--- config.mk ---
export PLATFORM = sky130hd
export DESIGN_NAME = lcd_char_writer
export DESIGN_NICKNAME = d
export VERILOG_FILES = /design/src/rtl/lcd_char_writer.sv
export SDC_FILE = /design/constraint.sdc
export NUM_CORES = 1
export LEC_CHECK = 0
export CORE_UTILIZATION = 50
export CTS_CLUSTER_DIAMETER = 60
export DETAILED_ROUTE_END_ITERATION = 7
export PLACE_DENSITY = 0.68
export SETUP_SLACK_MARGIN = 0.5
export SYNTH_ARGS = -nofsm -noshare
export SYNTH_HDL_FRONTEND = slang
export SYNTH_SLANG_ARGS = --single-unit
--- constraint.sdc ---
create_clock -name clk -period 3.5 [get_ports clk]
set_clock_uncertainty 0.1 [all_clocks]
set_input_delay 0.7 -clock clk [delete_from_list [all_inputs] [get_ports clk]]
set_output_delay 0.7 -clock clk [all_outputs]
set_load 0.05 [all_outputs]
--- src/rtl/lcd_char_writer.sv ---
// -----------------------------------------------------------------------------
// lcd_char_writer
//
// This block receives the character-message stream (lcd_data_in /
// lcd_enable_in) from the message generators. It buffers incoming ASCII bytes
// in a small FIFO and runs the HD44780-compatible power-up initialisation. It
// then writes each byte to a 16x2 character LCD using an 8-bit bus and correct
// E-strobe timing.
//
// When the cursor reaches the end of line 1, the block issues a 0xC0 command
// (line 2 home). When the cursor reaches the end of line 2, it issues a 0x80
// command (line 1 home). These commands are sent even if no further data is
// waiting.
//
// Optional feature (macro LCD_CLEAR_CHAR_EN):
//   defined   - a popped 0x0C (form feed) is not written as data. It becomes a
//               clear-display command (0x01) with the long clear settle time,
//               and the column counter restarts at 0.
//   undefined - 0x0C is written to the display like any other data byte.
//
// Ports:
//   clk            system clock
//   reset_not      asynchronous active-low reset
//   lcd_data_in    ASCII byte from the message generator
//   lcd_enable_in  byte valid; accepted on a rising edge while in_ready=1
//   in_ready       FIFO not full (combinational from the registered count)
//   lcd_rs         register select (0 = command, 1 = data)
//   lcd_rw         read/write, permanently 0 (write-only)
//   lcd_e          enable strobe
//   lcd_db         8-bit LCD data bus
//   busy           init running, write in progress, wrap pending or FIFO
//                  non-empty
//   overflow       sticky: a byte arrived while the FIFO was full
// -----------------------------------------------------------------------------
module lcd_char_writer #(
  parameter int INIT_WAIT_CYCLES = 750000,
  parameter int E_PULSE_CYCLES   = 25,
  parameter int SETTLE_CYCLES    = 2000,
  parameter int CLEAR_CYCLES     = 82000,
  parameter int FIFO_DEPTH       = 4,
  parameter int LINE_LEN         = 16
) (
  input  logic       clk,
  input  logic       reset_not,
  input  logic [7:0] lcd_data_in,
  input  logic       lcd_enable_in,
  output logic       in_ready,
  output logic       lcd_rs,
  output logic       lcd_rw,
  output logic       lcd_e,
  output logic [7:0] lcd_db,
  output logic       busy,
  output logic       overflow
);

  localparam int PTR_W = (FIFO_DEPTH > 1) ? $clog2(FIFO_DEPTH) : 1;
  localparam int CNT_W = PTR_W + 1;
  // The column counter must be able to hold 2*LINE_LEN for one cycle. This
  // lets the end-of-line-2 comparison be made before the counter wraps.
  localparam int COL_W = $clog2(2 * LINE_LEN + 1);

  localparam logic [CNT_W-1:0] FIFO_FULL_CNT = CNT_W'(FIFO_DEPTH);
  localparam logic [COL_W-1:0] COL_LINE_END  = COL_W'(LINE_LEN);
  localparam logic [COL_W-1:0] COL_PAGE_END  = COL_W'(2 * LINE_LEN);

  localparam logic [31:0] INIT_WAIT_LAST = 32'(INIT_WAIT_CYCLES - 1);
  localparam logic [31:0] E_PULSE_LAST   = 32'(E_PULSE_CYCLES - 1);
  localparam logic [31:0] SETTLE_LAST    = 32'(SETTLE_CYCLES - 1);
  localparam logic [31:0] CLEAR_LAST     = 32'(CLEAR_CYCLES - 1);

  localparam logic [7:0] CMD_FUNC_SET  = 8'h38;  // 8-bit bus, 2 lines, 5x8
  localparam logic [7:0] CMD_DISP_ON   = 8'h0C;  // display on, cursor off
  localparam logic [7:0] CMD_CLEAR     = 8'h01;  // clear display, home
  localparam logic [7:0] CMD_ENTRY_INC = 8'h06;  // increment, no shift
  localparam logic [7:0] CMD_LINE2     = 8'hC0;  // DDRAM address 0x40
  localparam logic [7:0] CMD_LINE1     = 8'h80;  // DDRAM address 0x00
  localparam logic [7:0] CHAR_FF       = 8'h0C;  // ASCII form feed

  // FSM state encoding
  localparam logic [2:0] ST_INIT_WAIT = 3'd0;
  localparam logic [2:0] ST_INIT_CMD  = 3'd1;
  localparam logic [2:0] ST_IDLE      = 3'd2;
  localparam logic [2:0] ST_SETUP     = 3'd3;
  localparam logic [2:0] ST_PULSE     = 3'd4;
  localparam logic [2:0] ST_HOLD      = 3'd5;

  // Initialisation command ROM
  function automatic logic [7:0] init_cmd(input logic [1:0] idx);
    logic [7:0] cmd;
    case (idx)
      2'd0:    cmd = CMD_FUNC_SET;
      2'd1:    cmd = CMD_DISP_ON;
      2'd2:    cmd = CMD_CLEAR;
      default: cmd = CMD_ENTRY_INC;
    endcase
    return cmd;
  endfunction

  // Last HOLD count for the byte on the bus. Only a clear *command* needs the
  // long settle time. A data byte of 0x01 is an ordinary CGRAM character.
  function automatic logic [31:0] hold_last(input logic rs, input logic [7:0] db);
    return (!rs && (db == CMD_CLEAR)) ? CLEAR_LAST : SETTLE_LAST;
  endfunction

  logic [2:0]       state;
  logic [31:0]      timer;
  logic [1:0]       init_idx;
  logic             init_done;
  logic [COL_W-1:0] col;
  logic [COL_W-1:0] col_inc;
  logic             wrap_pend;
  logic [7:0]       wrap_cmd;

  logic [7:0]       fifo_mem [FIFO_DEPTH];
  logic [PTR_W-1:0] wr_ptr;
  logic [PTR_W-1:0] rd_ptr;
  logic [CNT_W-1:0] fifo_count;
  logic             fifo_full;
  logic             fifo_empty;
  logic             push;
  logic             pop;
  logic [7:0]       head_byte;
  logic             head_is_clear;

  // ---------------------------------------------------------------------------
  // Input FIFO
  // ---------------------------------------------------------------------------
  assign fifo_full  = (fifo_count == FIFO_FULL_CNT);
  assign fifo_empty = (fifo_count == '0);
  assign in_ready   = !fifo_full;
  assign push       = lcd_enable_in && !fifo_full;
  // A pending wrap command always goes out before the next data byte.
  assign pop        = (state == ST_IDLE) && !wrap_pend && !fifo_empty;
  assign head_byte  = fifo_mem[rd_ptr];

`ifdef LCD_CLEAR_CHAR_EN
  assign head_is_clear = (head_byte == CHAR_FF);
`else
  assign head_is_clear = 1'b0;
`endif

  // Storage needs no reset. Only the pointers and count define which entries
  // are valid.
  always_ff @(posedge clk) begin
    if (push) begin
      fifo_mem[wr_ptr] <= lcd_data_in;
    end
  end

  always_ff @(posedge clk or negedge reset_not) begin
    if (!reset_not) begin
      wr_ptr     <= '0;
      rd_ptr     <= '0;
      fifo_count <= '0;
      overflow   <= 1'b0;
    end else begin
      if (push) begin
        wr_ptr <= wr_ptr + 1'b1;
      end
      if (pop) begin
        rd_ptr <= rd_ptr + 1'b1;
      end
      // in_ready comes from the registered count, so a pop only frees a slot
      // from the following cycle onward.
      case ({push, pop})
        2'b10:   fifo_count <= fifo_count + 1'b1;
        2'b01:   fifo_count <= fifo_count - 1'b1;
        default: fifo_count <= fifo_count;
      endcase
      if (lcd_enable_in && fifo_full) begin
        overflow <= 1'b1;
      end
    end
  end

  // ---------------------------------------------------------------------------
  // Write sequencer
  // ---------------------------------------------------------------------------
  assign col_inc = col + 1'b1;

  always_ff @(posedge clk or negedge reset_not) begin
    if (!reset_not) begin
      state     <= ST_INIT_WAIT;
      timer     <= '0;
      init_idx  <= '0;
      init_done <= 1'b0;
      col       <= '0;
      wrap_pend <= 1'b0;
      wrap_cmd  <= '0;
      lcd_e     <= 1'b0;
      lcd_rs    <= 1'b0;
      lcd_db    <= '0;
    end else begin
      case (state)
        ST_INIT_WAIT: begin
          if (timer == INIT_WAIT_LAST) begin
            timer <= '0;
            state <= ST_INIT_CMD;
          end else begin
            timer <= timer + 1'b1;
          end
        end

        ST_INIT_CMD: begin
          lcd_db <= init_cmd(init_idx);
          lcd_rs <= 1'b0;
          state  <= ST_SETUP;
        end

        ST_IDLE: begin
          if (wrap_pend) begin
            lcd_db    <= wrap_cmd;
            lcd_rs    <= 1'b0;
            wrap_pend <= 1'b0;
            state     <= ST_SETUP;
          end else if (!fifo_empty) begin
            state <= ST_SETUP;
            if (head_is_clear) begin
              lcd_db <= CMD_CLEAR;
              lcd_rs <= 1'b0;
              col    <= '0;
            end else begin
              lcd_db <= head_byte;
              lcd_rs <= 1'b1;
              // The column is advanced as the byte is launched. Any wrap
              // command it causes is then queued for the next IDLE visit.
              if (col_inc == COL_LINE_END) begin
                wrap_pend <= 1'b1;
                wrap_cmd  <= CMD_LINE2;
                col       <= col_inc;
              end else if (col_inc == COL_PAGE_END) begin
                wrap_pend <= 1'b1;
                wrap_cmd  <= CMD_LINE1;
                col       <= '0;
              end else begin
                col <= col_inc;
              end
            end
          end
        end

        // lcd_db/lcd_rs are already valid here and stay untouched through HOLD.
        ST_SETUP: begin
          lcd_e <= 1'b1;
          timer <= '0;
          state <= ST_PULSE;
        end

        ST_PULSE: begin
          if (timer == E_PULSE_LAST) begin
            lcd_e <= 1'b0;
            timer <= '0;
            state <= ST_HOLD;
          end else begin
            timer <= timer + 1'b1;
          end
        end

        ST_HOLD: begin
          if (timer == hold_last(lcd_rs, lcd_db)) begin
            timer <= '0;
            if (init_done) begin
              state <= ST_IDLE;
            end else if (init_idx == 2'd3) begin
              init_done <= 1'b1;
              state     <= ST_IDLE;
            end else begin
              init_idx <= init_idx + 1'b1;
              state    <= ST_INIT_CMD;
            end
          end else begin
            timer <= timer + 1'b1;
          end
        end

        default: begin
          lcd_e <= 1'b0;
          timer <= '0;
          state <= ST_INIT_WAIT;
        end
      endcase
    end
  end

  // ---------------------------------------------------------------------------
  // Status outputs
  // ---------------------------------------------------------------------------
  assign lcd_rw = 1'b0;
  assign busy   = (state != ST_IDLE) || !fifo_empty || wrap_pend;

endmodule

; Yosys cells after proc, flatten, opt, wreduce, memory -nomap -nowiden
; Memories as Yosys holds them, arrays and structs flattened.
; Index checks and enable logic that the tools add are counted.
[word_totals]
input_bits = 11
out_inout_bits = 14
wordCells = 110
memories = 1
ff_bits = 71
mem_bits_rw = 32
[memory_table]
columns = name, words, word_bits, read_ports, rd_ports_with_merged_regs, wr, line_no
row1 = fifo_mem, 4, 8, 1, 0, 1, 114  ; logic [7:0] fifo_mem [FIFO_DEPTH];
[classes]
n_addsub = 7
eq_ne = 22
mux = 35
reduce_logical = 26
bitwise = 5
[ops]
columns = op, n
row1 = $pmux W32 S4, 1
row2 = $mux W32, 3
row3 = $add A32 B1 Y32 const B, 1
row4 = $eq A32 B17 Y1, 1
row5 = $eq A32 B20 Y1 const B, 1
row6 = $eq A32 B5 Y1 const B, 1
row7 = $mux W8, 4
row8 = $pmux W3 S6, 1
row9 = $pmux W6 S3, 1
row10 = $mux W17, 1
row11 = $pmux W8 S2, 1
row12 = $mux W3, 5
row13 = $mux W6, 2
row14 = $reduce_and A4 Y1, 3
row15 = $mux W1, 11
row16 = $eq A3 B3 Y1 const B, 3
row17 = $eq A8 B1 Y1 const B, 1
row18 = $add A2 B1 Y2 const B, 3
row19 = $add A6 B1 Y6 const B, 1
row20 = $eq A2 B2 Y1 const B, 3
row21 = $eq A3 B2 Y1 const B, 2
row22 = $eq A6 B5 Y1 const B, 1
row23 = $eq A6 B6 Y1 const B, 1
row24 = $logic_not A3 Y1, 2
row25 = other kinds (21), 41

; Longest topological paths before layout
[logic_depth]
depth_word = 6
mapped_depth = 12
ltp_nobuf = 10

; Least setup slack after synthesis
; Ideal clock, no wire load.
[synth_timing]
path_type = register -> register
startpoint = register state[0]
endpoint = register fifo_count[2]
slack_ps = 843
period_less_slack_ps = 2657
setup_ps = 79
path_buffers = 2
required_ps = 3321
path_stages_with_launch = 13
arrival_time_ps = 2478
cell_sequence = dfrtp_1 > clkbuf_1 > nand2b_1 > clkbuf_1 > nor3_1 > nand2_1 > inv_2 > ha_1 > inv_1 > fa_1 > xor2_1 > nor2_1 > xor2_1
[synth_via]
elab_chain_cells = 5
elab_cells_between_ends = 7
cone_classes = eq/ne: 3 / mux: 1 / reduce/logical: 3
[synth_lines]
columns = element, line_no
row1 = from (decl), 105  ; logic [2:0] state;
row2 = from (signal assigned), 183  ; state <= ST_INIT_WAIT;
row3 = from (signal assigned), 198  ; state <= ST_INIT_CMD;
row4 = from (signal assigned), 207  ; state <= ST_SETUP;
row5 = $eq A3 B2 Y1 (*), 133  ; assign pop = (state == ST_IDLE) && !wrap_pend && !fifo_empty;
row6 = $logic_and A1 B1 Y1 (*) (2 in series), 133
row7 = via pop, 121  ; logic pop;
row8 = $eq A2 B1 Y1 or $eq A2 B2 Y1 (tied branches), 165  ; case ({push, pop})
row9 = $pmux W3 S2 or $reduce_bool A2 Y1 (tied branches), --
row10 = to (signal assigned), 166  ; 2'b10: fifo_count <= fifo_count + 1'b1;
row11 = to (signal assigned), 167  ; 2'b01: fifo_count <= fifo_count - 1'b1;
row12 = to (signal assigned), 168  ; default: fifo_count <= fifo_count;
row13 = to (decl), 117  ; logic [CNT_W-1:0] fifo_count;
; Mark *: on every way through the listed nets, which the timed path passes. The rest lies on a longest branch.
; A chain may end at the register's enable or synchronous reset.

; Final worst setup path
; Same ends and word-level chain as after synthesis.

==> out/qor.txt <==
Status: complete, no violations
Crit path max fanout: 11
Die height: 102 um
Hpwl dp: 7.35 mm
Slew Limit Fails: 0
Reg-to-reg startpoint: state[0]$_DFFE_PN0P_
WHS Endpoint: init_done$_DFFE_PN0P_
Fmax: 351 MHz
Vias in the first global route: 3439
PortBufs: 23
Final period util: 81.3%
Die footprint: 0.0103 mm^2
Syn Area/Cell: 10.5 um^2
Antenna violations before repair: 0
Hold Path Stages: 1
H-tree Lvls: 3
Worst Path Required: 3.69 ns
Gpl congestion: 0.888
Least-Margin Pin Slew: 0.878 ns
Largest net degree at the start of global routing: 66
Layout cell share with drive strength beyond 1: 9.43%
Area of the multi-input gates: 0.00220 mm^2
Rows: 35
Power share of the combinational group: 12.7%
GRT Overall Usage: 21.8%
Synth unique cells: 59
Maxcap violations: 0
Synth Cell Area: 0.00496 mm^2
Multiplexer share of the synthesized area: 5.90%
Fillers: 842
Number of nets still failing antenna checks after routing: 0
R2R setup slack: 0.65 ns
Vias: 3636
Drt initial violations: 206
Synth Area in Compound Gates: 11.5%
Synth Area in Adders: 3.68%
Min cycle time layout: 2.85 ns
Root buf cell: clkbuf_8
Synth Warn #: 0
Power density cells: 431 mW/mm^2
Reg area: 0.00259 mm^2
Share of power burned in registers: 57.1%
Post-CTS setup buffer count: 0
Cells along the critical path: nand2b_2 > nor3_1 > nand2_2 > inv_2 > ha_1 > inv_1 > fa_1 > xor2_1 > nor2_1 > xor2_1
R2R Path End: fifo_count[2]$_DFFE_PN0P_
CTS tree: built
Clk sinks: 97
Crit path arrival time: 3.03 ns
Net Count, Synth: 498
Fin util: 57.8%
Clk slew on worst S/H paths: 0.10 ns
Clock power share: 30.2%
CTS Buf Count: 9
Maximum vdd drop: 0.376 mV
First-pass GRT wire length: 17.0 mm
Hold Startpoint: init_done$_DFFE_PN0P_
Hold crit path type: register to register
Switching share of power: 28.3%
CP Class: register to register
Yosys top cell by area: dfrtp_1
Routed len/inst: 16.9 um
Ant diodes: 0
NumNets Final: 508
Flops & latches, synth: 97
Top cell type's share of synthesized area: 32.8%
Seq/Total Area, Yosys: 52.2%
Total grt overflow: 0
Die width: 102 um
Relative slew slack: 41.4%
Core area: 0.00942 mm^2
Layout area overhead: 9.74%
CP Launch Type: register
XOR/XNOR Fraction of Synth Area: 2.65%
RSZ-0062 raised after global routing: no
Synth area leaders: dfrtp_1 (33%), edfxtp_1 (19%), o21ai_0 (4.0%), nand2_1 (4.0%), mux4_2 (3.6%)
Cells on worst reg2reg path: 10
Cells after synthesis: 473
CP max stage delay: 0.48 ns
Final setup fails: 0
Number of synthesized flops with an enable pin: 32
CP endpoint kind: register
Slowest CP cell: dfrtp_1
# DRC: 0
Latest clock arrival within the worst-skew pair: 0.37 ns
Main synth FF type: dfrtp_1
Psw: 663 uW
# IOs: 25
Ys async rst share: 67.0%
Starting Density: 52.7%
Clk buf depth: 2
P_int: 1680 uW
Fin Setup TNS: 0 ns
DRT Pass-1 Iters: 5
Leak pwr: 0.00217 uW
Post-CTS Hold Fix Bufs: 0
Simple-gate share of the synthesized area: 20.5%
Vias per cell: 5.89
Largest family of logic cells by synthesized area: simple AND/OR/NAND/NOR gates
Most frequent CP cell: xor2_1
Final Hold Viols: 0
Routed wire length: 10.4 mm
## routing by layer
metal / wire [um] / vias to the layer above / track usage [%] / part of all wire (%)
met2: 5440 / 64 / 38.8 / 52
met4: 108 / 0 / 7.25 / 1.0
met3: 288 / 9 / 3.11 / 2.8
li1: - / 1764 / - / -
met1: 4560 / 1799 / 27.4 / 44
met5: 0 / - / 0 / 0
## power by group through the flow
stage               Sequential, uW  Combinational [uW]  Clock, uW
floorplan                     1370                 177          0
global placement              1360                 289          0
detailed placement            1370                 304          0
CTS                           1340                 308        731
global route                  1350                 327        773
finish                        1340                 298        708
## registers in the layout, summed over array words and instances (netlist names)
signal      count
col             6
fifo_mem       32
rd_ptr          2
lcd_e           1
timer          32
init_idx        2
wrap_pend       1
state           3
lcd_rs          1
overflow        1
lcd_db          8
init_done       1
wrap_cmd        2
fifo_count      3
wr_ptr          2
## critical path: cells and delay by family (launching register included)
kind | cells | cell delay, ns
adders and majority gates | 2 | 0.58
buffers and inverters | 2 | 0.28
xor gates and xnor gates | 2 | 0.31
DFF | 1 | 0.48
and+or+nand+nor | 4 | 1.03
## synth_stat cells (3+ instances only)
cell      number
and2_1         4
mux4_2         8
edfxtp_1      32
a21o_1         3
mux2i_1        9
o21ai_1       11
dfrtp_1       65
xor2_1         7
nand2b_1       4
a31oi_1        8
buf_2          7
a21oi_1       12
clkbuf_1      17
nor2_1        22
nor4_2         3
ha_1          13
nor4_1         5
a31o_2         3
and3_1        13
a22oi_1        3
and4_1         5
or3_1          3
nand3_1       23
o21ai_0       40
nor3_1        24
or4_4          3
nand2_1       53
nand4_1       13
xnor2_1        8
or4_1          3
inv_1         13
o31ai_1        5
## cell families after synthesis
group	Yosys count
AND/OR/NAND/NOR	189
adder cells (fa/ha/maj)	14
multiplexers	19
buffers and inverters	41
other	1
AO/OA/AOI/OAI	97
flip-flops	97
XOR/XNOR	15
## layout by cell type (no fill, tap or decap), types with 3 or more instances in the layout
master	instances
edfxtp_1	32
o21ai_0	40
and2_1	4
and3_1	13
nor2_1	22
a21o_1	3
o31ai_1	5
nor4_2	3
xnor2_1	8
nand3_1	23
or3_1	3
nand4_1	13
clkbuf_8	9
nor3_1	24
o21ai_1	11
inv_6	3
nand2_1	52
a21oi_1	12
clkdlybuf4s50_1	21
xor2_1	7
nor4_1	5
nand2b_1	3
or4_4	3
buf_4	3
mux4_2	8
a22oi_1	3
or4_1	3
mux2i_1	9
a31oi_1	8
a31o_2	3
ha_1	13
and4_1	5
dfrtp_1	65
inv_1	13
## through the flow
stage / cell area, um^2 / worst slack, ns / std cells / hold slack [ns] / power [uW]
after detailed placement: 5250 / 0.590 / 601 / 0.355 / 1670
after global placement: 5250 / 0.648 / 601 / 0.353 / 1650
after CTS: 5440 / 0.501 / 617 / 0.386 / 2380
after global routing: 5440 / 0.494 / 617 / 0.407 / 2450
final: 5440 / 0.654 / 617 / 0.383 / 2350
after floorplan: 4960 / 0.843 / 473 / 0.304 / 1550
## area by class of cell
cell class	instances	share of cell area, %
Inverter	14	0.965
Clock inverter	7	1.31
Clock buffer	9	2.28
Sequential cell	97	47.5
Multi-Input combinational cell	335	40.5
Timing Repair Buffer	26	4.46
Tap cell	129	2.96
## worst max-delay path by stage
stage	startpoint	end	slack, ns	depth (start not counted)
floorplan	state[0]$_DFFE_PN0P_	fifo_count[2]$_DFFE_PN0P_	0.84	12
CTS	state[0]$_DFFE_PN0P_	busy	0.50	3
finish	state[0]$_DFFE_PN0P_	fifo_count[2]$_DFFE_PN0P_	0.65	10
detailed placement	state[0]$_DFFE_PN0P_	fifo_count[2]$_DFFE_PN0P_	0.59	10
global route	state[0]$_DFFE_PN0P_	fifo_count[2]$_DFFE_PN0P_	0.49	10
global placement	state[0]$_DFFE_PN0P_	fifo_count[2]$_DFFE_PN0P_	0.65	10
## what timing repair did
item,CTS,global route
endpoints found under the setup margin,1,2
resized for setup,1,4
hold endpoints to repair,0,0
(Power assumes the default switching activity.)
